## config.mk

```make
export PLATFORM = sky130hd
export DESIGN_NAME = if_id_skid
export DESIGN_NICKNAME = d
export VERILOG_FILES = /design/src/rtl/if_id_skid.sv
export SDC_FILE = /design/constraint.sdc
export NUM_CORES = 1
export LEC_CHECK = 0
export CAP_MARGIN = 20
export CORE_UTILIZATION = 44
export CTS_CLUSTER_DIAMETER = 40
export DETAILED_ROUTE_END_ITERATION = 10
export PLACE_DENSITY = 0.78
export SYNTH_ARGS = -nofsm -noshare
export SYNTH_HDL_FRONTEND = slang
export SYNTH_SLANG_ARGS = --single-unit
```

## constraint.sdc

```tcl
create_clock -name clk -period 1.6 [get_ports clk]
set_clock_uncertainty 0.05 [all_clocks]
set_input_delay 0.4 -clock clk [delete_from_list [all_inputs] [get_ports clk]]
set_output_delay 0.4 -clock clk [all_outputs]
set_load 0.005 [all_outputs]
```

## src/rtl/if_id_skid.sv

```systemverilog
// IF/ID pipeline stage: carries PC+4 and instruction from fetch to decode through a
// two-entry skid buffer with valid/ready on both sides and a synchronous flush.
module if_id_skid #(
    parameter int                 PC_W    = 32,
    parameter int                 INSTR_W = 32,
    parameter logic [INSTR_W-1:0] NOP     = {INSTR_W{1'b0}}
) (
    input  logic               clk,
    input  logic               rst_n,
    input  logic               in_valid,
    output logic               in_ready,
    input  logic [PC_W-1:0]    in_pc4,
    input  logic [INSTR_W-1:0] in_instr,
    input  logic               flush,
    output logic               out_valid,
    input  logic               out_ready,
    output logic [PC_W-1:0]    out_pc4,
    output logic [INSTR_W-1:0] out_instr,
    output logic [1:0]         occupancy
);

    typedef enum logic [1:0] {
        EMPTY = 2'd0,
        HALF  = 2'd1,
        FULL  = 2'd2
    } state_t;

    state_t             r_state;
    state_t             w_state_nxt;
    logic [PC_W-1:0]    r_main_pc4;
    logic [PC_W-1:0]    r_skid_pc4;
    logic [PC_W-1:0]    w_main_pc4_nxt;
    logic [PC_W-1:0]    w_skid_pc4_nxt;
    logic [INSTR_W-1:0] r_main_instr;
    logic [INSTR_W-1:0] r_skid_instr;
    logic [INSTR_W-1:0] w_main_instr_nxt;
    logic [INSTR_W-1:0] w_skid_instr_nxt;
    logic               w_accept;
    logic               w_take;

    // in_ready decodes only the state register, so out_ready never reaches it combinationally.
    assign in_ready  = (r_state != FULL);
    assign out_valid = (r_state != EMPTY);
    assign occupancy = r_state;
    assign out_pc4   = r_main_pc4;
    assign out_instr = r_main_instr;

    assign w_accept = in_valid & in_ready;
    assign w_take   = out_valid & out_ready;

    always_comb begin
        w_state_nxt      = r_state;
        w_main_pc4_nxt   = r_main_pc4;
        w_main_instr_nxt = r_main_instr;
        w_skid_pc4_nxt   = r_skid_pc4;
        w_skid_instr_nxt = r_skid_instr;

        case (r_state)
            EMPTY: begin
                if (w_accept) begin
                    w_state_nxt      = HALF;
                    w_main_pc4_nxt   = in_pc4;
                    w_main_instr_nxt = in_instr;
                end
            end
            HALF: begin
                if (w_accept && w_take) begin
                    w_main_pc4_nxt   = in_pc4;
                    w_main_instr_nxt = in_instr;
                end else if (w_accept) begin
                    w_state_nxt      = FULL;
                    w_skid_pc4_nxt   = in_pc4;
                    w_skid_instr_nxt = in_instr;
                end else if (w_take) begin
                    w_state_nxt      = EMPTY;
                    w_main_pc4_nxt   = '0;
                    w_main_instr_nxt = NOP;
                end
            end
            FULL: begin
                if (w_take) begin
                    w_state_nxt      = HALF;
                    w_main_pc4_nxt   = r_skid_pc4;
                    w_main_instr_nxt = r_skid_instr;
                end
            end
            default: begin
                w_state_nxt      = EMPTY;
                w_main_pc4_nxt   = '0;
                w_main_instr_nxt = NOP;
            end
        endcase

        // A squash overrides every move above, including an accept at the same edge.
        if (flush) begin
            w_state_nxt      = EMPTY;
            w_main_pc4_nxt   = '0;
            w_main_instr_nxt = NOP;
        end
    end

    always_ff @(negedge clk or negedge rst_n) begin
        if (!rst_n) begin
            r_state      <= EMPTY;
            r_main_pc4   <= '0;
            r_main_instr <= NOP;
            r_skid_pc4   <= '0;
            r_skid_instr <= NOP;
        end else begin
            r_state      <= w_state_nxt;
            r_main_pc4   <= w_main_pc4_nxt;
            r_main_instr <= w_main_instr_nxt;
            r_skid_pc4   <= w_skid_pc4_nxt;
            r_skid_instr <= w_skid_instr_nxt;
        end
    end

endmodule

```

==> results of run 1 <==
## layout by cell type, fill, tap and decap left out, drive strengths merged
cell and n:
mux2 65, clkdlybuf4s15 2, a32oi 65, nand2 1
nand3b 1, dfrtn 130, a21bo 2, clkinv 3
o2bb2ai 64, clkbuf 19, or3b 1, mux2i 1
a21oi 1, inv 3, clkinvlp 3, o32ai 1
o21a 1, or2 2, buf 240, nor2 3
clkdlybuf4s50 64, a211oi 1, bufinv 7, and2b 1
## power by group through the flow
stage | combinational [W] | clock (W) | sequential (W)
after global routing | 0.00289 | 0.00488 | 0.00443
after CTS | 0.00256 | 0.00465 | 0.00433
after global placement | 0.00187 | 0 | 0.00429
after detailed placement | 0.00193 | 0 | 0.00432
after floorplan | 0.00109 | 0 | 0.00424
final | 0.00277 | 0.00471 | 0.00440
## layer usage
layer | GRT usage [%] | wire (um)
met5 | 0 | 0
met1 | 45.2 | 9720
met4 | 14.3 | 704
met2 | 57.8 | 11200
met3 | 8.66 | 1450
## logic make-up after synthesis
logic type,synth area share (%)
AOI/OAI and AO/OA,21.8
and+or+nand+nor,0.981
buffers and inverters,4.45
DFF,59.3
muxes,13.5
## sequential cells by signal, indices dropped and copies added, names as in the netlist
name          count
r_skid_pc4       32
occupancy         2
out_instr        32
r_skid_instr     32
out_pc4          32
## metrics by stage
stage	setup WS, ps	utilization [%]	hold slack (ps)	std cells	area, um2
2_1_floorplan	-789	-	390	382	5830
3_3_place_gp	-1270	64.3	382	711	7750
3_5_place_dp	-1320	64.3	383	711	7750
4_1_cts	-884	82.0	384	817	9900
5_1_grt	-972	84.0	399	849	10100
6_report	-955	84.0	397	849	10100
## Yosys cell counts, types with 2 or more instances
master | n | area [um2]
dfrtn_1 | 130 | 3250
a32oi_1 | 64 | 561
o2bb2ai_1 | 64 | 561
mux2_2 | 54 | 608
clkbuf_1 | 18 | 67.6
mux2_1 | 11 | 124
buf_2 | 9 | 45.0
buf_4 | 7 | 52.6
buf_6 | 6 | 67.6
inv_2 | 2 | 7.51
nor2_1 | 2 | 7.51
or2_2 | 2 | 12.5
## how the worst min path moves through the flow
stage | startpoint | endpoint | slack [ps] | depth (start not counted)
after floorplan | out_instr[0] | out_instr[0] | 390 | 1
after global placement | out_pc4[13] | out_pc4[13] | 380 | 1
after detailed placement | out_pc4[14] | out_pc4[14] | 380 | 1
after CTS | out_pc4[14] | out_pc4[14] | 380 | 1
after global routing | out_pc4[14] | out_pc4[14] | 400 | 1
final | out_pc4[14] | out_pc4[14] | 400 | 1
## area by class of cell
| cell class | count | area, um2 | area share [%] |
|---|---|---|---|
| flip-flops and latches | 130 | 3250 | 32.1 |
| repair buffers | 306 | 3090 | 30.5 |
| multi-input cells | 210 | 2850 | 28.2 |
| clock buffers | 19 | 453 | 4.47 |
| clock inverters | 13 | 255 | 2.52 |
| well taps | 168 | 210 | 2.08 |
| inverters | 3 | 11.3 | 0.111 |
## repair_timing
| item | 4_1_cts | 5_1_grt |
|---|---|---|
| buffers inserted | 52 | 43 |
| setup endpoints to repair | 198 | 197 |
| pin swaps | 40 | 6 |
| resized for setup | 416 | 15 |
| cloned | 22 | 0 |
==> reports/summary.txt, run 1 <==
Arr. time, crit path - 2110 ps
P per Cell Area - 1170 mW/mm2
Synth cell types - 25
N_diodes - 0
WP depth - 3
Post-Synthesis Cells - 382
Sequential share of the synthesized area - 59.3%
P_leak - 4.63 nW
P&R area growth vs syn - 84.5%
Largest net degree at the start of global routing - 66
CTS buffer count - 17
Vias - 5219
R2R depth - 7
Worst EP required - 1150 ps
Clk Latency, worst-skew pair - 400 ps
Gr ovfl total - 0
Cts hold-fix bufs - 0
Die ar. - 0.0129 mm2
Status - finished, violations left
Initial antenna violation count - 0
Die width - 114 um
Setup tns final - -110610 ps
Clk slew on worst S/H paths - 50 ps
Clock Path Buffers - 2
DRT iter0 DRCs - 370
# setup viols final - 197
Final WL - 23100 um
GPL Wtd Cong - 0.801
CP startpoint - occupancy[0]
EDFF count, synth - 0
CTS tree - built
Critical Path Start Type - flop
Gate power share - 23.3%
Asr flop ratio synth - 100%
Max-cap violation count - 0
Final hold vios - 0
Total track usage - 35.3%
FILL cells - 554
Clock network power share - 39.6%
TritonCTS Sinks - 130
Initial core utilization - 45.5%
H-Tree Depth - 4
Io pins - 137
R2R Setup Slk - -700 ps
Int Power - 0.00880 W
Top Family by Delay on Critical Path - flip-flops
Mapped Area - 0.00549 mm2
First drt pass iteration count - 4
Chip Height - 114 um
Via/cell ratio - 6.15
Slew headroom - 37.3%
Setup crit end kind - output pin
RR Startpoint - occupancy[1]
Crit path max fanout - 3
Vias in the first global route - 5450
CP bufs+invs - 2
Pwr Total - 0.0119 W
Drt drc - 0
Slowest CP cell - dfrtn_1
Measured slew at the worst slew-check pin - 941 ps
Sequential power share - 37.0%
Worst setup path class - reg2out
First-pass GRT wire length - 33400 um
Post-route ant nets - 0
Input/output buffers - 136
Clock Tree Root - clkbuf_16
Final slew viol count - 0
Post-layout nets - 737
VDD IR-drop max - 0.831 mV
Failing checks - setup timing
Crit Reg-Reg Endpoint - out_pc4[12]
CP Cell Sequence - and2b_2, inv_2, buf_6
Share of layout cells above drive strength 1 - 62.4%
Synth warn - 0
Core area - 0.0121 mm2
Primary FF master, synth - dfrtn_1
Yosys reg bits - 130
Slowest cell delay on critical path - 460 ps
Sw Pwr - 0.00308 W
Switching Share - 25.9%
# rows - 40
Type of the worst min-delay path - reg2reg
Mean post-synth cell area - 14.4 um2
RSZ-0062 raised after global routing - yes
DR WL/cell - 27.2 um
CP endpoint - in_ready
Mapped Nets - 451
Dpl hpwl - 9490 um
Final worst slack - -955 ps
(Power assumes the default switching activity.)
==> inputs of run 2 (changes only) <==
--- a/config.mk
+++ b/config.mk
@@ -6,10 +6,10 @@
 export NUM_CORES = 1
 export LEC_CHECK = 0
 export CAP_MARGIN = 20
-export CORE_UTILIZATION = 44
+export CORE_UTILIZATION = 49
 export CTS_CLUSTER_DIAMETER = 40
 export DETAILED_ROUTE_END_ITERATION = 10
-export PLACE_DENSITY = 0.78
+export PLACE_DENSITY = 0.82
 export SYNTH_ARGS = -nofsm -noshare
 export SYNTH_HDL_FRONTEND = slang
 export SYNTH_SLANG_ARGS = --single-unit
==> constraint.sdc (replaced) <==
create_clock -name clk -period 2.6 [get_ports clk]
set_clock_uncertainty 0.05 [all_clocks]
set_input_delay 0.65 -clock clk [delete_from_list [all_inputs] [get_ports clk]]
set_output_delay 0.65 -clock clk [all_outputs]
set_load 0.005 [all_outputs]
==> run 2 against run 1 <==
The run now fails in global routing. Area after synthesis unchanged. Synthesized cell count unchanged.
==> reports/summary.txt, run 2 <==
Io pins - 137 (unchanged)
Area after DPL - 0.00752 mm2 (-2.9%)
Cts hold-fix bufs - 0 (unchanged)
Initial core utilization - 50.4% (+4.9 points)
Synth cell types - 25 (unchanged)
Worst endpoint pin kind - output port
TritonCTS Sinks - 130 (unchanged)
Clock Tree Root - clkbuf_8
Post-Synthesis Cells - 382 (unchanged)
H-Tree Depth - 4 (unchanged)
Status - stopped before the end
Clock Path Buffers - 2 (unchanged)
GPL Wtd Cong - 0.781 (-2.5%)
Primary FF master, synth - dfrtn_1
Largest net degree at the start of global routing - 66
Top-count cell post-synth - dfrtn_1
Mapped Area - 0.00549 mm2 (unchanged)
Placed insts - 666 (-6.3%)
# rows - 38 (-5.0%)
CTS buffer count - 17 (unchanged)
Sequential share of the synthesized area - 59.3% (unchanged)
Synth warn - 0 (unchanged)
Failed at - global routing
Leading area contributor after synthesis - dfrtn_1
Mapped Nets - 451 (unchanged)
Chip Height - 108 um (-5.2%)
EDFF count, synth - 0 (unchanged)
Die width - 108 um (-5.2%)
Initial antenna violation count - 3
Asr flop ratio synth - 100% (unchanged)
Input/output buffers - 136 (unchanged)
Worst setup endpoint GRT - in_ready
Post-synth top cells - dfrtn_1 (130), a32oi_1 (64), o2bb2ai_1 (64)
Dpl hpwl - 9030 um (-4.9%)
Mean post-synth cell area - 14.4 um2 (unchanged)
Share of the synthesized area in the top cell type - 59.3% (unchanged)
Synth top area cells - dfrtn_1 (59%), mux2_2 (11%), a32oi_1 (10%)
Stop err - [ERROR DPL-0033] detailed placement checks failed during check placement.
Yosys reg bits - 130 (unchanged)
run 2: cell counts after synthesis:
Identical to the previous run, type by type.
run 2: metrics by stage:
stage / TNS [ps] / setup slack (ps)
floorplan: -67520 / -539
global placement: -153930 / -1050
detailed placement: -160160 / -1110
CTS: -56860 / -674
run 2: cells by family after synthesis:
logic type / synth area share [%]
AND/OR/NAND/NOR: 0.981
flip-flops: 59.3
multiplexers: 13.5
AO/OA/AOI/OAI: 21.8
buffers and inverters: 4.45
run 2: timing repair:
item | in CTS
gates cloned | 29
setup endpoints to repair | 197
setup buffers | 73
pin swaps | 17
gates resized for setup | 416
==> inputs of run 3 (changes only) <==
--- a/config.mk
+++ b/config.mk
@@ -6,10 +6,9 @@
 export NUM_CORES = 1
 export LEC_CHECK = 0
 export CAP_MARGIN = 20
-export CORE_UTILIZATION = 49
-export CTS_CLUSTER_DIAMETER = 40
+export CORE_UTILIZATION = 40
 export DETAILED_ROUTE_END_ITERATION = 10
-export PLACE_DENSITY = 0.82
+export PLACE_DENSITY_LB_ADDON = 0.15
 export SYNTH_ARGS = -nofsm -noshare
 export SYNTH_HDL_FRONTEND = slang
 export SYNTH_SLANG_ARGS = --single-unit
==> run 3 against run 2 <==
The flow now finishes, with violations (setup timing).
==> reports/summary.txt, run 3 (same netlist as run 1, synthesis figures left out) <==
Commonest non-fill, non-tap cell in the layout - dfrtn_1
RSZ-0062 raised after global routing - yes
Worst setup path class - reg2out
Vias in the first global route - 5201
Share of layout cells above drive strength 1 - 65.2%
CP startpoint - occupancy[0]
Place WS - -1070 ps (+41.9 ps)
Hold Crit Depth - 1
Via/cell ratio - 5.82
Placed insts - 704 (+5.7%)
DR WL/cell - 24.8 um
Worst Hold End - out_pc4[19]
Final worst slack - -644 ps
Post-layout nets - 717
Die ar. - 0.0142 mm2
Clk slew on worst S/H paths - 40 ps
Slew headroom - 26.3%
Die width - 119 um (+10%)
Input/output buffers - 136 (unchanged)
Most frequent cells in the layout - dfrtn_1 (130), buf_4 (88), buf_2 (66)
Io pins - 137 (unchanged)
First-pass GRT wire length - 30100 um
H-Tree Depth - 4 (unchanged)
TritonCTS Sinks - 130 (unchanged)
RR Startpoint - occupancy[1]
Worst EP required - 1900 ps
R2R depth - 7
Initial antenna violation count - 0
Initial core utilization - 41.3% (-9.1 points)
# setup viols final - 197
Total track usage - 28.3%
GPL Wtd Cong - 0.790 (+1.2%)
DRT iter0 DRCs - 351
Core area - 0.0133 mm2
Clk Latency, worst-skew pair - 390 ps
Final WL - 20800 um
Gr ovfl total - 0
Pwr Total - 0.00696 W
Final hold vios - 0
Max-cap violation count - 0
Vias - 4869
Clock Tree Root - clkbuf_16
R2R Setup Slk - 200 ps
Arr. time, crit path - 2540 ps
Status - finished, violations left
Chip Height - 119 um (+10%)
Critical Path Start Type - flop
Failing checks - setup timing
Dpl hpwl - 8760 um (-3.0%)
First drt pass iteration count - 4
Setup crit end kind - output pin
Drt drc - 0
Type of the worst min-delay path - reg2reg
P&R area growth vs syn - 85.7%
Cell Count, Final, Fillers Out - 837
Hold path start - out_pc4[19]
# rows - 42 (+11%)
Crit path max fanout - 2
Util after Layout - 76.7%
FILL cells - 789
Clock Path Buffers - 2 (unchanged)
P per Cell Area - 683 mW/mm2
CTS buffer count - 17 (unchanged)
Setup tns final - -59060 ps
Final slew viol count - 0
Largest net degree at the start of global routing - 66
N_diodes - 0
VDD IR-drop max - 0.405 mV
P_leak - 4.54 nW
Measured slew at the worst slew-check pin - 1110 ps
Post-route ant nets - 0
CTS tree - built
Crit Reg-Reg Endpoint - out_instr[27]
-- run 3: report_power, final --
group | internal [W] | total, W | switching, W
registers | 0.00242 | 0.00270 | 0.000276
clock network | 0.00163 | 0.00256 | 0.000929
logic | 0.00105 | 0.00170 | 0.000655
total | 0.00510 | 0.00696 | 0.00186
-- run 3: final cells by class --
type	instances	area (um2)	area share, %
repair buffers	286	2890	28.4
clock buffers	19	443	4.35
clock inverters	13	184	1.80
well taps	176	220	2.16
flip-flops and latches	130	3250	31.9
multi-input cells	210	3190	31.3
inverters	3	11.3	0.110
-- run 3: worst max-delay path, cell delays in order, from the launching register on --
cell and delay (ps):
dfrtn_1 430, and2b_2 250, inv_2 70, buf_2 110
-- run 3: layer usage --
metal | share of wire (%) | GRT usage (%) | vias up
li1 | - | - | 2077
met1 | 44 | 38.2 | 2531
met2 | 48 | 44.5 | 217
met3 | 6.1 | 6.27 | 44
met4 | 2.6 | 10.5 | 0
met5 | 0 | 0 | -
-- run 3: metrics by stage --
step                hold WS [ps]  instance area, um2
floorplan                    390                5830
global placement             384                7580
detailed placement           383                7580
CTS                          384                9690
global route                 406               10200
finish                       391               10200
-- run 3: worst max path at each step --
stage | end | cells past startpoint | slack, ps
CTS | in_ready | 3 | -630
global route | in_ready | 3 | -660
global placement | r_skid_pc4[29] | 5 | -1040
floorplan | out_instr[0] | 5 | -540
detailed placement | r_skid_pc4[29] | 5 | -1070
finish | in_ready | 3 | -640
-- run 3: what timing repair did --
item                                   4_1_cts  5_1_grt
buffers inserted                            52       39
hold buffers                                 0        0
pin swaps                                   57       31
endpoints found under the hold margin        0        0
setup endpoints to repair                  197      197
resized for setup                          415       69
gates cloned                                23        6
